## src/rtl/gcd_pkg.sv

```systemverilog
// Shared types and sizing helpers for the GCD requester.
package gcd_pkg;

   localparam int unsigned NBITS_DEFAULT = 8;
   localparam int unsigned DONE_CNT_W    = 16;

   typedef enum logic [2:0] {
      IDLE,
      LOAD,
      START,
      WAIT,
      RESP
   } req_state_t;

   // Timeout counter width; never narrower than one bit.
   function automatic int unsigned tw(input int unsigned timeout);
      return (timeout > 1) ? $clog2(timeout) : 1;
   endfunction

endpackage

```

## src/rtl/gcd_timeout_counter.sv

```systemverilog
// WAIT-cycle watchdog: counts enabled cycles and flags expiry after the
// cycle in which the count sits at its terminal value TIMEOUT-1.
module gcd_timeout_counter
   import gcd_pkg::*;
#(
   parameter int unsigned TIMEOUT = 1024
) (
   input  logic clk,
   input  logic rst,
   input  logic clr,
   input  logic en,
   output logic expired
);

   localparam int unsigned TW = tw(TIMEOUT);

   logic [TW-1:0] count;
   logic          at_term;

   assign at_term = (count == TW'(TIMEOUT - 1));

   // Count saturates at the terminal value; expiry is registered from it.
   always_ff @(posedge clk) begin
      if (rst || clr) begin
         count   <= '0;
         expired <= 1'b0;
      end else if (en) begin
         if (!at_term) begin
            count <= count + TW'(1);
         end
         expired <= at_term;
      end
   end

endmodule

```

## src/rtl/gcd_requester.sv

```systemverilog
// Initiator-side sequencer: hands one operand pair at a time to a GCD engine
// and returns its result (or a timeout abort) on a valid/ready stream.
module gcd_requester
   import gcd_pkg::*;
#(
   parameter int unsigned NBits   = NBITS_DEFAULT,
   parameter int unsigned TIMEOUT = 1024
) (
   input  logic                  clk,
   input  logic                  rst,
   input  logic                  in_valid,
   output logic                  in_ready,
   input  logic [NBits-1:0]      in_x,
   input  logic [NBits-1:0]      in_y,
   output logic [NBits-1:0]      eng_xi,
   output logic [NBits-1:0]      eng_yi,
   output logic                  eng_start,
   input  logic                  eng_rdy,
   input  logic [NBits-1:0]      eng_xo,
   output logic                  out_valid,
   input  logic                  out_ready,
   output logic [NBits-1:0]      out_gcd,
   output logic                  out_err,
   output logic                  busy,
   output logic [DONE_CNT_W-1:0] done_count
);

   req_state_t              state, state_nx;
   logic [NBits-1:0]        x_q, y_q, x_nx, y_nx;
   logic [NBits-1:0]        gcd_nx;
   logic                    err_nx;
   logic [DONE_CNT_W-1:0]   done_nx;
   logic                    expired;

   gcd_timeout_counter #(.TIMEOUT(TIMEOUT)) u_timeout (
      .clk     (clk),
      .rst     (rst),
      .clr     (state == START),
      .en      (state == WAIT),
      .expired (expired)
   );

   // Handshake flags decode straight from state; in_ready is masked by reset.
   assign in_ready  = (state == IDLE) && !rst;
   assign out_valid = (state == RESP);
   assign busy      = (state != IDLE);
   assign eng_xi    = x_q;
   assign eng_yi    = y_q;

   always_ff @(posedge clk) begin
      if (rst) begin
         state      <= IDLE;
         x_q        <= '0;
         y_q        <= '0;
         eng_start  <= 1'b0;
         out_gcd    <= '0;
         out_err    <= 1'b0;
         done_count <= '0;
      end else begin
         state      <= state_nx;
         x_q        <= x_nx;
         y_q        <= y_nx;
         eng_start  <= (state_nx == START);
         out_gcd    <= gcd_nx;
         out_err    <= err_nx;
         done_count <= done_nx;
      end
   end

   // Engine rdy/xo are only looked at in WAIT, so stale completions are ignored.
   always_comb begin
      state_nx = state;
      x_nx     = x_q;
      y_nx     = y_q;
      gcd_nx   = out_gcd;
      err_nx   = out_err;
      done_nx  = done_count;
      unique case (state)
         IDLE: begin
            if (in_valid) begin
               x_nx     = in_x;
               y_nx     = in_y;
               state_nx = LOAD;
            end
         end
         LOAD:  state_nx = START;
         START: state_nx = WAIT;
         WAIT: begin
            if (eng_rdy) begin
               gcd_nx   = eng_xo;
               err_nx   = 1'b0;
               state_nx = RESP;
            end else if (expired) begin
               gcd_nx   = '0;
               err_nx   = 1'b1;
               state_nx = RESP;
            end
         end
         RESP: begin
            if (out_ready) begin
               state_nx = IDLE;
               if (!out_err) begin
                  done_nx = done_count + DONE_CNT_W'(1);
               end
            end
         end
         default: state_nx = IDLE;
      endcase
   end

endmodule

```

## config.mk

```make
export PLATFORM = sky130hd
export DESIGN_NAME = gcd_requester
export DESIGN_NICKNAME = d
export VERILOG_FILES = /design/src/rtl/gcd_pkg.sv /design/src/rtl/gcd_timeout_counter.sv /design/src/rtl/gcd_requester.sv
export SDC_FILE = /design/constraint.sdc
export NUM_CORES = 1
export LEC_CHECK = 0
export ABC_AREA = 1
export CORE_UTILIZATION = 42
export CTS_CLUSTER_SIZE = 20
export DETAILED_ROUTE_END_ITERATION = 7
export PLACE_DENSITY = 0.73
export SLEW_MARGIN = 20
export SYNTH_ARGS = -nofsm -noshare
export SYNTH_HDL_FRONTEND = slang
export SYNTH_SLANG_ARGS = --single-unit
export TNS_END_PERCENT = 30
```

## constraint.sdc

```tcl
create_clock -name clk -period 1.6 [get_ports clk]
set_input_delay 0.32 -clock clk [delete_from_list [all_inputs] [get_ports clk]]
set_output_delay 0.32 -clock clk [all_outputs]
set_load 0.02 [all_outputs]
```

# --- Yosys cells after proc, flatten, opt, wreduce, memory -nomap -nowiden ---
# Cells that the tools add are included.
word_totals:
  register_bits: 56
  latchBits: 0
  ram_bits: 0
  romBits: 0
  inputBits: 29
  memories: 0
op_classes:
  n_addsub: 2
  mul: 0
  div_mod_pow: 0
  order_cmp: 0
  eq_ne: 6
  shifts: 0
  n_mux: 9
  bitwise_logic: 2
  reduce_logical: 10
ops:
  columns: ["cell", "n"]
  rows:
  - ["adder 16 x 1 -> 16 bit, second input constant", 1]
  - ["two-way mux 8 bit", 2]
  - ["case mux 3 bit (5 select lines)", 1]
  - ["two-way mux 3 bit", 4]
  - ["adder 10 x 1 -> 10 bit, second input constant", 1]
  - ["== test 10 bit, second input constant", 1]
  - ["== test 3 x 2 -> 1 bit, second input constant", 3]
  - ["AND reduction 2 bit", 3]
  - ["== test 3 x 1 -> 1 bit, second input constant", 1]
  - ["== test 3 bit, second input constant", 1]
  - ["logical NOT 3 bit", 1]
  - ["AND reduction 3 bit", 1]
  - ["nonzero test 3 bit", 1]
  - ["two-way mux 1 bit", 2]
  - ["NOT 1 bit", 2]
  - ["nonzero test 2 bit", 1]
  - ["logical AND 1 bit", 1]
  - ["logical NOT 1 bit", 1]
  - ["logical OR 1 bit", 1]

# --- Logic depth before layout (Yosys ltp) ---
# Gate-level depths: netlist of the first run.
depth:
  ltp_word: 4
  depth_mapped: 9
  ltp_nobuf: 9

# --- Modules after synthesis ---
# From an unflattened synthesis of the first run, not the netlist that was laid out.
hier_totals:
  cells_unflattened: 366
  area_unflattened_um2: 2571.2
modules_own_cells:
  columns: ["module", "instances", "cells_each", "area_per_inst_um2"]
  rows:
  - ["gcd_requester", 1, 270, 1944.4]
  - ["gcd_timeout_counter", 1, 96, 626.9]

# --- Least setup slack after synthesis of the first run ---
# OpenSTA, ideal clock, no wires.
synth_path:
  path_kind: "register to register"
  from: "reg done_count[1]"
  to: "reg done_count[12]"
  setup_ns: 0.116
  arrival_time_ns: 1.306
  required_ns: 1.484
  slack_ns: 0.178
  stages_incl_launch_ff: 9
  n_path_buf: 0
  period_less_slack_ns: 1.422
  path_cell_list: "dfxtp_1 > ha_1 > inv_1 > nor2_1 > nand2_1 > nor2_4 > nand2_1 > o21ai_0 > nor2_1"
synth_between:
  elab_chain_cells: 1
synth_rtl:
  columns: ["item", "line", "source"]
  rows:
  - ["start, declared", "gcd_requester.sv:25", "output logic [DONE_CNT_W-1:0] done_count"]
  - ["start signal, assigned", "gcd_requester.sv:66", "done_count <= done_nx;"]
  - ["adder 16 x 1 -> 16 bit", "gcd_requester.sv:103", "done_nx = done_count + DONE_CNT_W'(1);"]
# Every way passes these cells.
# A chain may end at the register's enable or synchronous reset.

# --- Worst setup path after layout of the first run ---
layout_path:
  from: "reg x_q[6], in the netlist eng_xi[6]"
  to: "out eng_xi[6]"
layout_rtl:
  columns: ["item", "line", "source"]
  rows:
  - ["start, declared", "gcd_requester.sv:29", "logic [NBits-1:0] x_q, y_q, x_nx, y_nx;"]
  - ["start signal, assigned", "gcd_requester.sv:61", "x_q <= x_nx;"]
  - ["end, declared", "gcd_requester.sv:15", "output logic [NBits-1:0] eng_xi,"]
# No word-level cell between the ends.

==> results.tsv, run 1 <==
metric	value	unit
Synth top area share	45.8	%
HPWL after DPL	4060	um
Final period util	97.7	%
Setup violations, final	0	
crit-path leading delay family	buffers and inverters	
total routed wirelength	5440	um
diodes inserted	0	
dpl cell area	0.00338	mm^2
commonest cells after routing, fill and taps aside	56 x nand2_1, 53 x inv_1, 53 x dfxtp_1, 44 x nor2_1, 31 x clkdlybuf4s50_1	
FILL cells	528	
Max Fclk	0.640	GHz
setup bufs post-CTS	0	
Final Max Tran Viols	0	
I/O Pins	74	
Port-buffer cells	73	
largest net degree at the start of global routing	34	
predominant post-synthesis flop cell	dfxtp_1	
WS Path Type	reg2out	
most common cell after layout, fill and taps aside	nand2_1	
FF/Latch Area	0.00112	mm^2
Post-DRT Antenna Nets	0	
first-pass GRT wire length	9690	um
pwr dens	832	mW/mm^2
Cells after Synth	335	
DR WL/cell	11.0	um
CTS root buf	clkbuf_8	
CP max FO	2	
post-synth net total	366	
initial core utilization	43.9	%
Yosys warning total	0	
Synth area leaders	dfxtp_1 46%, nand2_1 8.6%, inv_1 8.1%	
CTS tree	built	
DRC	0	
core area	0.00557	mm^2
Multi-input gate area	0.00108	mm^2
global placement routability congestion	0.813	
Synth Area in Compound Gates	13.9	%
run status	finished clean	
CTS H-tree depth	2	
Hold Violations, Final	0	
EDFF count, synth	0	
mux contribution to synthesized area	0	%
CP required	1.28	ns
DIE AREA	0.00614	mm^2
synth-to-layout area growth	43.2	%
Initial DRC Count	128	
Die H	78.4	um
worst slew pin tran	0.349	ns
Die W	78.4	um
Slowest cell on crit path	clkdlybuf4s50_1	
TritonRoute pass-1 iters	4	
fin crit period	1.56	ns
LEAKAGE	0.00180	uW
GR Util All Layers	19.6	%
later-pin clock latency in the skew report	0.30	ns
maxcap violations	0	
CTS hold repair buffers	0	
synthesized flop and latch total	56	
Mean Syn Cell Area	7.31	um^2
CTS max path bufs	2	
XOR/XNOR Fraction of Synth Area	2.50	%
post-synthesis cell type with the largest combined area	dfxtp_1	
final net count	455	
TritonCTS Sinks	56	
crit path launch type	flop	
DR vias	2388	
initial antenna violation count	0	
Num CTS Buffers	5	
Worst Hold Class	reg2reg	
# rows	27	
Final TNS setup	0	ns
Synth Cell Area	0.00245	mm^2
Slew Limit Headroom	76.7	%
WP data arrival	1.24	ns
Max VDD drop	0.000602	V
Final Instance Area	0.00351	mm^2
post-synthesis adder-cell area fraction	1.02	%
Layout Cells excl Fill	495	
dpl cells	489	
CP Capture Type	output pin	
layout cells sized above 1	9.46	%
Clock transition at path regs	0.09	ns
FFs w/ async S/R, synth	0	%
library cells used by synthesis	28	
drt via density	4.82	
Crit path buffers/inverters	1	
simple-gate area share of the yosys netlist	26.7	%
worst-path cell chain	clkdlybuf4s50_1	
largest stage delay on the critical path	0.61	ns
GRT overflow	0	
Setup Skew	0.00198	ns
vias in the first global route	2338	
Seq/Total Area, Yosys	45.8	%
largest family of logic cells by synthesized area	simple AND/OR/NAND/NOR gates	
[final cells by class]
class,instances,share of cell area (%)
clock buffer,5,1.96
clock inverter,1,0.857
inverter,58,6.21
multi-input combinational,214,30.8
sequential,56,32.1
tap,72,2.57
timing repair buffer,89,25.5
[report_power, final]
part	switching, uW	internal, uW	total (uW)
clock	424	450	874
combinational	279	262	541
sequential	37.3	1460	1500
[kinds of logic after synthesis]
| family | Yosys count |
|---|---|
| AOI/OAI and AO/OA | 63 |
| xor gates and xnor gates | 7 |
| adders and majority gates | 2 |
| and+or+nand+nor | 142 |
| DFF | 56 |
| buffers and inverters | 65 |
[per-layer routing]
metal | vias to the layer above | share of wire [%] | GRT usage, %
met3 | 9 | 5.1 | 4.30
met4 | 0 | 2.0 | 7.59
met1 | 1066 | 44 | 22.1
li1 | 1247 | - | -
met5 | - | 0 | 0
met2 | 66 | 49 | 35.6
[synthesized netlist by cell type (all sizes together), types with 2 or more instances]
cell    instances
inv            58
nand2          57
dfxtp          56
nor2           49
a21oi          26
o21ai          26
nand3          15
nand4           8
nor3            8
a22oi           7
xor2            5
clkbuf          4
buf             3
a31oi           2
and3            2
ha              2
nor4            2
xnor2           2
[sequential cells by signal (all words and copies together) (netlist names)]
register,cells
out_gcd,8
done_count,16
eng_start,1
u_timeout.count,10
eng_yi,8
u_timeout.expired,1
state,3
eng_xi,8
out_err,1
[path summary, 6_finish.rpt]
| kind | cells past startpoint | startpoint | to | slack [ns] |
|---|---|---|---|---|
| hold / removal | 2 | eng_xi[0]$_SDFFE_PP0P_ | eng_xi[0]$_SDFFE_PP0P_ | 0.44 |
| hold reg to reg | 2 | eng_xi[0]$_SDFFE_PP0P_ | eng_xi[0]$_SDFFE_PP0P_ | 0.44 |
| setup reg to reg | 9 | u_timeout.count[0]$_SDFFE_PP0P_ | u_timeout.count[2]$_SDFFE_PP0P_ | 0.14 |
| setup / recovery | 1 | eng_xi[6]$_SDFFE_PP0P_ | eng_xi[6] | 0.04 |
[metrics by stage]
stage	setup WS [ns]	hold WS [ns]	power [uW]	util, %
floorplan	0.178	0.452	1800	-
global placement	-0.162	0.429	2100	60.7
detailed placement	-0.168	0.435	2110	60.7
CTS	0.00547	0.448	2980	62.1
global route	-0.000207	0.458	3070	62.9
finish	0.0374	0.443	2920	62.9
[timing repair]
action	4_1_cts	5_1_grt
pin swaps	0	0
endpoints found under the setup margin	21	26
resized for setup	23	27
Power figures use the tool's default switching activity.
==> run 2: changes to the inputs <==
--- a/config.mk
+++ b/config.mk
@@ -6,9 +6,11 @@
 export NUM_CORES = 1
 export LEC_CHECK = 0
 export ABC_AREA = 1
+export CORE_ASPECT_RATIO = 0.75
 export CORE_UTILIZATION = 42
 export CTS_CLUSTER_SIZE = 20
 export DETAILED_ROUTE_END_ITERATION = 7
+export GPL_ROUTABILITY_DRIVEN = 0
 export PLACE_DENSITY = 0.73
 export SLEW_MARGIN = 20
 export SYNTH_ARGS = -nofsm -noshare
==> constraint.sdc (replaced) <==
create_clock -name clk -period 1.8 [get_ports clk]
set_input_delay 0.36 -clock clk [delete_from_list [all_inputs] [get_ports clk]]
set_output_delay 0.36 -clock clk [all_outputs]
set_load 0.02 [all_outputs]
==> run 2 against run 1 <==
Compared with the run above: count of clock-buffer cells in the layout up 1; power down 11%; first-iteration DRC count fell by 41%; clock power is 7.4% lower; critical path depth unchanged; setup slack gained 0.0029 ns; die area about the same; utilization down 0.97 points; via count fell by 4.6%; register-to-register slack improved by 0.08 ns; sequential cell count unchanged; clock skew rose by 0.0081 ns; largest cell class unchanged.
==> results.tsv, run 2 (synthesis results as in run 1) <==
metric	value	unit	change
CTS tree	built		
maxcap violations	0		unchanged
Die H	68.1	um	-13%
Largest Register	done_count		
Final TNS setup	0	ns	unchanged
internal power	1930	uW	-11%
CTS max path bufs	2		unchanged
final net count	445		-2.2%
CP required	1.44	ns	+0.16 ns
Max Fclk	0.568	GHz	
GRT overflow	0		unchanged
DR vias	2279		-4.6%
Crit path buffers/inverters	1		unchanged
synth-to-layout area growth	38.3	%	
RSZ-0062 raised after global routing	no		
DRC	0		unchanged
run status	finished clean		
layout cells sized above 1	6.99	%	-2.5 points
initial core utilization	44.8	%	+0.85 points
WS Path Type	reg2out		
Setup violations, final	0		unchanged
drt via density	4.65		-3.6%
setup bufs post-CTS	0		unchanged
first-pass GRT wire length	8980	um	-7.3%
Max VDD drop	0.000359	V	-40%
I/O Pins	74		unchanged
core area	0.00547	mm^2	-1.9%
TritonRoute pass-1 iters	4		unchanged
Logic pwr share	17.3	%	-1.2 points
largest registers	done_count: 16 flops, u_timeout.count: 10 flops		
crit-path leading delay family	buffers and inverters		
WHS	0.446	ns	+0.00236 ns
Final period util	97.8	%	
DR WL/cell	11.0	um	+0.44%
Initial DRC Count	76		-41%
Slowest cell on crit path	clkdlybuf4s50_1		
Hold Violations, Final	0		unchanged
GR Util All Layers	18.2	%	-1.4 points
CTS root buf	clkbuf_8		
LEAKAGE	0.00131	uW	-27%
max reg flops	16		unchanged
clock power share	31.1	%	+1.1 points
initial antenna violation count	0		unchanged
P_sw	669	uW	-9.7%
fin crit period	1.76	ns	
Final Max Tran Viols	0		unchanged
Overall Power	2600	uW	-11%
diodes inserted	0		unchanged
pwr dens	767	mW/mm^2	-7.8%
CP Depth	1		unchanged
CP Capture Type	output pin		
CTS H-tree depth	2		unchanged
Slew Limit Headroom	74.6	%	-2.1 points
commonest cells after routing, fill and taps aside	70 x clkdlybuf4s50_1, 56 x nand2_1, 55 x dfxtp_1, 53 x inv_1, 44 x nor2_1		
# rows	23		-15%
worst slew pin tran	0.377	ns	+0.0287 ns
vias in the first global route	2037		-13%
Switching Share	25.8	%	+0.37 points
Clock transition at path regs	0.10	ns	about the same
largest net degree at the start of global routing	34		unchanged
most common cell after layout, fill and taps aside	clkdlybuf4s50_1		
later-pin clock latency in the skew report	0.31	ns	about the same
largest stage delay on the critical path	0.65	ns	+0.04 ns
Worst Setup EP	done_count[3]		
Port-buffer cells	73		unchanged
worst-path cell chain	clkdlybuf4s50_1		
crit path launch type	flop		
Setup Skew	0.0100	ns	+0.00806 ns
total routed wirelength	5410	um	-0.57%
WP data arrival	1.40	ns	+0.16 ns
DIE AREA	0.00614	mm^2	about the same
CP max FO	5		+3
Post-DRT Antenna Nets	0		unchanged
Register-to-Register Path Depth	9		unchanged
Flop pwr share	51.5	%	about the same
Die W	90.2	um	+15%
Num CTS Buffers	5		unchanged
HPWL after DPL	3870	um	-4.7%
TritonCTS Sinks	56		unchanged
Worst Hold Class	reg2reg		
CP startpoint	done_count[3]$_SDFFE_PP0P_		
critical register-to-register path startpoint	u_timeout.count[0]$_SDFFE_PP0P_		
RR Endpoint	u_timeout.count[2]$_SDFFE_PP0P_		
reg-to-reg slack, setup	0.22	ns	+0.08 ns
-- run 2: timing repair --
| action | 4_1_cts | 5_1_grt |
|---|---|---|
| gates resized for setup | 4 | 4 |
| cloned | 0 | 0 |
| hold buffers | 0 | 0 |
| setup endpoints to repair | 3 | 2 |
| hold endpoints to repair | 0 | 0 |
-- run 2: area by class of cell --
cell class	count	area, um^2
Multi-Input combinational cell	214	1080
Clock buffer	6	72.6
Timing Repair Buffer	79	764
Tap cell	75	93.8
Sequential cell	56	1120
Inverter	58	218
Fill cell	521	2080
Clock inverter	2	35.0
-- run 2: power groups by stage --
stage | registers (uW) | logic [uW] | clock network [uW]
after floorplan | 1430 | 168 | 0
after global placement | 1360 | 457 | 0
after detailed placement | 1370 | 461 | 0
after CTS | 1340 | 457 | 832
after global routing | 1350 | 492 | 885
final | 1340 | 450 | 809
-- run 2: worst min-delay path by stage --
stage | from | end | slack, ns | depth (start not counted)
global placement | eng_yi[5]$_SDFFE_PP0P_ | eng_yi[5]$_SDFFE_PP0P_ | 0.43 | 2
global route | eng_yi[4]$_SDFFE_PP0P_ | eng_yi[4]$_SDFFE_PP0P_ | 0.47 | 2
CTS | eng_yi[4]$_SDFFE_PP0P_ | eng_yi[4]$_SDFFE_PP0P_ | 0.45 | 2
floorplan | u_timeout.count[9]$_SDFFE_PP0P_ | u_timeout.count[9]$_SDFFE_PP0P_ | 0.45 | 2
detailed placement | eng_yi[4]$_SDFFE_PP0P_ | eng_yi[4]$_SDFFE_PP0P_ | 0.43 | 2
finish | eng_xi[1]$_SDFFE_PP0P_ | eng_xi[1]$_SDFFE_PP0P_ | 0.45 | 2
-- run 2: per-layer routing --
layer,vias to the layer above,GRT usage (%),wire length (um)
li1,1226,-,-
met1,998,24.1,2830
met2,51,29.7,2290
met3,4,4.22,252
met4,0,6.25,37
met5,-,0,0
-- run 2: metrics by stage --
| step | util [%] | instances | instance area [um^2] | setup slack (ns) |
|---|---|---|---|---|
| 6_report | 61.9 | 490 | 3390 | 0.0403 |
| 3_3_place_gp | 60.1 | 482 | 3290 | -0.0403 |
| 3_5_place_dp | 60.1 | 482 | 3290 | -0.0485 |
| 2_1_floorplan | - | 335 | 2450 | 0.378 |
| 5_1_grt | 61.9 | 490 | 3390 | 0.00933 |
| 4_1_cts | 62.1 | 490 | 3390 | 0.0192 |
